File: src/rtl/frac_clock_divider.sv
// Fractional clock divider: divides Clk by W + D/100 using a base-100 dither accumulator.
// Output periods are W or W+1 input cycles; ratio updates take effect only at period boundaries.
module frac_clock_divider #(
   parameter int FRAC_BASE = 100,
   parameter int MIN_WHOLE = 2
) (
   input  logic        Clk,
   input  logic        Reset,
   input  logic        En,
   input  logic [31:0] Div_In,
   input  logic        Load,
   output logic        Load_Ack,
   output logic        Clk_Out,
   output logic        Period_Tick,
   output logic        Err
);

   typedef enum logic {IDLE, RUN} state_t;

   state_t      state_q, state_d;
   logic        en_p0;
   logic [24:0] wa_q, wa_d;
   logic [6:0]  da_q, da_d;
   logic [31:0] pend_q, pend_d;
   logic        pend_vld_q, pend_vld_d;
   logic [6:0]  acc_q, acc_d, acc_base;
   logic [25:0] per_q, per_d;
   logic [25:0] k_q, k_d;
   logic        ack_q, err_q, err_d;
   logic        tick, boundary, apply, start;
   logic [31:0] ratio_sel;
   logic [7:0]  sum;

   function automatic logic [24:0] clamp_whole(input logic [24:0] w);
      return (w < 25'(MIN_WHOLE)) ? 25'(MIN_WHOLE) : w;
   endfunction

   function automatic logic [6:0] clamp_frac(input logic [6:0] d);
      return (d >= 7'(FRAC_BASE)) ? 7'(FRAC_BASE - 1) : d;
   endfunction

   assign tick        = (state_q == RUN) && (k_q == per_q - 26'd1);
   assign Period_Tick = tick;
   // Odd periods give the extra cycle to the high phase.
   assign Clk_Out     = (state_q == RUN) && (k_q < per_q - (per_q >> 1));
   assign Load_Ack    = ack_q;
   assign Err         = err_q;

   always_comb begin
      boundary   = (state_q == IDLE) || tick;
      apply      = boundary && (pend_vld_q || Load);
      ratio_sel  = Load ? Div_In : pend_q;
      wa_d       = wa_q;
      da_d       = da_q;
      err_d      = err_q;
      acc_base   = acc_q;
      pend_d     = pend_q;
      pend_vld_d = pend_vld_q;
      if (apply) begin
         wa_d       = clamp_whole(ratio_sel[31:7]);
         da_d       = clamp_frac(ratio_sel[6:0]);
         err_d      = (wa_d != ratio_sel[31:7]) || (da_d != ratio_sel[6:0]);
         acc_base   = '0;
         pend_vld_d = 1'b0;
      end else if (Load) begin
         pend_d     = Div_In;
         pend_vld_d = 1'b1;
      end

      sum     = {1'b0, acc_base} + {1'b0, da_d};
      state_d = state_q;
      k_d     = k_q;
      per_d   = per_q;
      acc_d   = acc_base;
      start   = 1'b0;
      case (state_q)
         IDLE: begin
            acc_d = '0;
            k_d   = '0;
            if (en_p0 && En) begin
               state_d = RUN;
               start   = 1'b1;
            end
         end
         RUN: begin
            if (!En) begin
               state_d = IDLE;
               acc_d   = '0;
               k_d     = '0;
            end else if (tick) begin
               start = 1'b1;
            end else begin
               k_d = k_q + 26'd1;
            end
         end
         default: state_d = IDLE;
      endcase

      // Period start: the accumulator overflow decides between W and W+1.
      if (start) begin
         k_d = '0;
         if (sum >= 8'(FRAC_BASE)) begin
            per_d = {1'b0, wa_d} + 26'd1;
            acc_d = 7'(sum - 8'(FRAC_BASE));
         end else begin
            per_d = {1'b0, wa_d};
            acc_d = sum[6:0];
         end
      end
   end

   // Control and ratio state.
   always_ff @(posedge Clk or posedge Reset) begin
      if (Reset) begin
         state_q    <= IDLE;
         en_p0      <= 1'b0;
         wa_q       <= 25'(MIN_WHOLE);
         da_q       <= '0;
         pend_vld_q <= 1'b0;
         acc_q      <= '0;
         per_q      <= 26'(MIN_WHOLE);
         k_q        <= '0;
         ack_q      <= 1'b0;
         err_q      <= 1'b0;
      end else begin
         state_q    <= state_d;
         en_p0      <= En;
         wa_q       <= wa_d;
         da_q       <= da_d;
         pend_vld_q <= pend_vld_d;
         acc_q      <= acc_d;
         per_q      <= per_d;
         k_q        <= k_d;
         ack_q      <= apply;
         err_q      <= err_d;
      end
   end

   // Pending ratio payload; qualified by pend_vld_q.
   always_ff @(posedge Clk) begin
      pend_q <= pend_d;
   end

endmodule

File: config.mk
export PLATFORM = sky130hd
export DESIGN_NAME = frac_clock_divider
export DESIGN_NICKNAME = d
export VERILOG_FILES = /design/src/rtl/frac_clock_divider.sv
export SDC_FILE = /design/constraint.sdc
export NUM_CORES = 1
export LEC_CHECK = 0
export CORE_MARGIN = 3
export CORE_UTILIZATION = 45
export CTS_CLUSTER_DIAMETER = 40
export DETAILED_ROUTE_END_ITERATION = 12
export GPL_ROUTABILITY_DRIVEN = 0
export SLEW_MARGIN = 20
export SYNTH_ARGS = -nofsm -noshare
export SYNTH_HDL_FRONTEND = slang
export SYNTH_SLANG_ARGS = --single-unit
File: constraint.sdc
create_clock -name Clk -period 7.1 [get_ports Clk]
set_input_delay 2.13 -clock Clk [delete_from_list [all_inputs] [get_ports Clk]]
set_output_delay 2.13 -clock Clk [all_outputs]
set_load 0.03 [all_outputs]
# == After elaboration in Yosys (flattened, before gate mapping) ==
# Index checks and enable logic that the tools add are counted.
# W data, S select, Z words.
# word_totals
reg_bits,128
latchBits,0
ram_bits,0
rom_bits,0
inputBits,36
out_inout_bits,4
word_cells,57
n_memories,0
# classes
addsub,6
mul,0
div,0
order_cmp,4
n_eq_ne,4
n_shift,0
mux,23
bitwise_logic,1
n_reduce_logical,8
# ops
operator,n
$mux W26,4
$pmux W26 S2,1
$mux W25,2
$mux W7,6
$mux W32,1
$add A25 B1 Y26 const B,1
$add A26 B1 Y26 const B,1
$eq A26 B26 Y1,1
$lt A26 B26 Y1,1
$sub A26 B1 Y26 const B,1
$sub A26 B25 Y26,1
$lt A25 B2 Y1 const B,1
$ne A25 B25 Y1,1
$pmux W7 S2,1
$add A7 B7 Y8,1
$ge A8 B7 Y1 const B,1
$ge A7 B7 Y1 const B,1
$ne A7 B7 Y1,1
$sub A7 B7 Y7 const B,1
$mux W1,6
$logic_and A1 B1 Y1,4
$ne A4 B3 Y1 const B,1
$pmux W1 S2,2
$logic_or A1 B1 Y1,3
other kinds (2),2

# == Logic depth before layout (Yosys ltp) ==
# depth
word_depth,10
ltp_mapped,27
ltp_nobuf,23

# == Least setup slack after synthesis ==
# OpenSTA, ideal clock, no wires.
# synth_path
kind,input port to flip-flop
from,input port Load
to,register per_q[12]
setup_time_ns,0.082
arrival_time_ns,8.182
required_ns,7.018
path_slack_ns,-1.163
cell_stages,24
n_path_buf,6
path_cell_list,clkbuf_1 -> clkbuf_1 -> nor2_1 -> nor3_1 -> a21o_4 -> inv_4 -> buf_4 -> buf_2 -> clkbuf_1 -> nand2_1 -> o21ai_0 -> ha_1 -> a21o_1 -> a21o_1 -> xnor2_1 -> ha_1 -> nand2_1 -> and3_1 -> o32ai_1 -> clkbuf_1 -> o211ai_1 -> mux2_2 -> or3_1 -> a31oi_1
# synth_via
elab_chain_cells,7
elab_cells_between_ends,14
classes_between,add/sub: 2; order compare: 3; mux: 7; reduce/logical: 2
# synth_lines
element,line_no,text
start: declaration,11,"input logic Load,"
$mux W32,52,ratio_sel = Load ? Div_In : pend_q;
$ge A7 B7 Y1,39,return (d >= 7'(FRAC_BASE)) ? 7'(FRAC_BASE - 1) : d;
$mux W7,39,
$mux W7 *,59,if (apply) begin
named net da_d[1],23,"logic [6:0] da_q, da_d;"
$add A7 B7 Y8 *,70,"sum = {1'b0, acc_base} + {1'b0, da_d};"
$ge A8 B7 Y1 *,102,if (sum >= 8'(FRAC_BASE)) begin
$mux W26 *,102,
end signal: assignment,121,per_q <= 26'(MIN_WHOLE);
end signal: assignment,132,per_q <= per_d;
end: declaration,27,"logic [25:0] per_q, per_d;"
# The timed path passes the listed nets; every way through them passes the cells marked *.
# A chain may end at the register's enable or synchronous reset.

# == Worst setup path after layout ==
# layout_path
from,register per_q[1]
to,output port Clk_Out
# layout_via
elab_chain_cells,3
# layout_lines
element,line_no,text
$sub A26 B25 Y26,45,assign Clk_Out = (state_q == RUN) && (k_q < per_q - (per_q >> 1));
$lt A26 B26 Y1,45,
$logic_and A1 B1 Y1,45,
end: declaration,13,"output logic Clk_Out,"
# Every way passes these cells.

==> metrics.cfg <==
[floorplan]
die-height_um=152.2
rows=52
start_util_pct=46.61
fp.coreArea_sq_um=20620
boundaryPins=40
die_w_um=152.2
die_area_sq_um=23150

[power_and_ir_drop]
p_leak_uw=0.004843
vdd_drop_max_mv=0.1347
fin_total_pwr_uw=3429
powerDensity_nw_per_um2=307.4

[yosys]
synth_fp_nets=1130
syn-cell-area_sq_um=9613
syn_area_per_cell_sq_um=9.565
async_flop_share_pct=75.00
synth_edf_count=32
ys_seq_elements=128
yosysTopAreaCellShare_pct=24.47
synthTopCellsByArea=dfrtp_1, ha_1, edfxtp_1, xnor2_1, mux2_2
synth_warnings=0
yosysSeqAreaShare_pct=35.01
synth_area_leader_cell=dfrtp_1
synth.distinct_cells=77
syn_inst=1005
ys.flop_type=dfrtp_1

[worst_setup_path]
path_cells=inv_2, ha_4, nor2_2, o311a_1, o41ai_2, buf_4, o211ai_1, a2111o_1, and3_4, nor3_4, xnor2_1, ha_1, a21o_1, a21o_1, a21o_1, a21o_1, a21oi_2, nor2b_1, o21ai_1, o311ai_1, a31oi_1, buf_4
crit_buf_inv=3
crit_path_start_kind=flip-flop
critPathCaptureType=primary output
reg2reg_from=per_q[2]
crit_start=per_q[1]
cp.arrival_ns=5.01
rrSetupSlack_ns=0.62
crit_family=compound AO/OA/AOI/OAI gates
r2r_end=per_q[19]
slowest_stage=dfstp_2
critPathCapture=Clk_Out
rr_worst_depth=23
critical_path_class=reg -> out
crit_fanout=4
cp.required_ns=4.97
path_common_cell=a21o_1
cpPeakStageDelay_ns=0.56
crit_cells=22

[finish]
num_antenna_cells=0
drive_above_1_share_pct=13.51
utilization_pct=54.08
final_nets=1193
fill_cells=1864
multiInputGateArea_sq_um=5919
regArea_sq_um=3367
syn_to_final_growth_pct=16.02

[grt]
grt_pass1_wl_mm=39.82
grt_max_degree=56
grt_overflow=0
grt_pass1_vias=7487
track_usage_pct=21.20
antenna_found_initial=0

[clock_tree]
cts_buffers=17
cts-root-buf=clkbuf_16
h-tree-depth=4
cts_buffer_depth=2
clk_latency_ns=0.43
clkTransAtPathRegs_ns=0.06
cts_tree=yes
numClockSinks=128

[placed_design]
pre_cts_ws_ns=-0.06510
io_buffers=39
hpwl_mm=18.53

[worst_hold_path]
worst_hold_startpoint=Err
min_path_type=reg -> reg

[run_status]
status=complete, but fails checks
violations=negative setup slack

[job]
cap_viol_max_count=0

[sta]
fin_tns_setup_ns=-0.03796
max_clock_freq_mhz=140.1
fin_crit_ns=7.138
slew_headroom_pct=36.79
fin_skew_ns=0.01370
fin_crit_sh_pct=100.5
drv_slew=0
setup_viol=1
hold_violations=0
worst_pin_slew_ns=0.9459
setup_ws_ns=-0.03796
rsz0062_at_grt=yes

[detailed_routing]
drt_iter0_drc=430
ant_nets=0
remaining_drc_errors=0
wl_per_cell_um=17.99
num_vias=7602
vias_per_cell=5.627
first_pass_iters=5
wirelength_mm=24.31

[per-stage QoR]
stage                     instances  cell area (sq um)  hold slack, ns
after CTS                      1348              11100          0.4900
after global routing           1351              11150          0.5068
final                          1351              11150          0.4815
after detailed placement       1313              10430          0.4763
after floorplan                1005               9651          0.4481
after global placement         1313              10430          0.4812
[worst reg2reg max path, delay by kind of cell, from the launching register on]
kind	cells	cell delay [ns]
muxes	1	0.35
xor gates and xnor gates	1	0.14
adders and majority gates	3	0.99
AOI/OAI and AO/OA	9	1.80
buffers and inverters	3	0.44
DFF	1	0.45
and+or+nand+nor	6	2.24
[power breakdown]
part	internal [uW]	switching, uW	total, uW
sequential	873	96.8	970
combinational	680	830	1510
clock	581	368	949
[logic make-up after synthesis]
kind of cell | after synthesis | share of synthesized area [%]
AND/OR/NAND/NOR | 326 | 17.45
AO/OA/AOI/OAI | 191 | 14.04
flip-flops | 128 | 35.01
XOR/XNOR | 98 | 8.929
buffers and inverters | 97 | 4.139
adder cells (fa/ha/maj) | 89 | 11.74
multiplexers | 76 | 8.682
[per-layer routing]
metal / wire, um / GRT usage (%) / vias up
met1: 11790 / 29.83 / 3688
met4: 388 / 6.079 / 0
li1: - / - / 3752
met5: 0 / 0 / -
met3: 758 / 3.153 / 26
met2: 11370 / 34.17 / 136
[what timing repair did]
action / CTS / global route
hold buffers: 0 / 0
gates resized for setup: 6 / 9
setup endpoints to repair: 1 / 1
setup buffers: 3 / 3
pin swaps: 2 / 15
[synthesized netlist by cell type (21+ instances only)]
master,n
a21o_1,21
ha_1,87
xnor2_1,66
mux2i_1,23
nor2_1,102
o21ai_0,41
mux2_2,51
a21oi_1,21
inv_1,68
nand3_1,23
dfrtp_1,94
xor2_1,32
nand2_1,59
edfxtp_1,32
[how the worst min path moves through the flow]
stage / end / slack [ns] / cells after the start
after floorplan: acc_q[3] / 0.45 / 1
after global placement: state_q / 0.48 / 1
after detailed placement: Err / 0.48 / 1
after CTS: Err / 0.49 / 1
after global routing: Err / 0.51 / 1
final: Err / 0.48 / 1
[final cells by class]
type / count / area share, %
clock buffer: 19 / 4.072
clock inverter: 13 / 1.571
inverter: 69 / 2.367
multi-input combinational: 780 / 53.07
sequential: 128 / 30.19
tap: 270 / 3.029
timing repair buffer: 72 / 5.699
[placed cells by master (no fill, tap or decap), types with 12 or more instances in the layout]
master and n:
nor3_1 15, and3_1 19, a31oi_1 19, and2_1 16, dfrtp_1 93, edfxtp_1 32
o211ai_1 17, inv_1 66, nand4_1 20, buf_4 34, xnor2_1 66, mux2_2 51
nor4_1 12, clkdlybuf4s50_1 38, clkbuf_16 18, nor2_1 101, mux2i_1 23, xor2_1 32
nor2b_1 12, a21o_1 21, nand2_1 59, ha_1 86, a21oi_1 20, o21ai_0 37
nand3_1 23
[sequential cells by signal (all words and copies together), names as in the netlist]
name        flops
pend_q         32
k_q            26
per_q          26
wa_q           25
acc_q           7
da_q            7
Err             1
Load_Ack        1
en_p0           1
pend_vld_q      1
state_q         1
(Power assumes the default switching activity.)
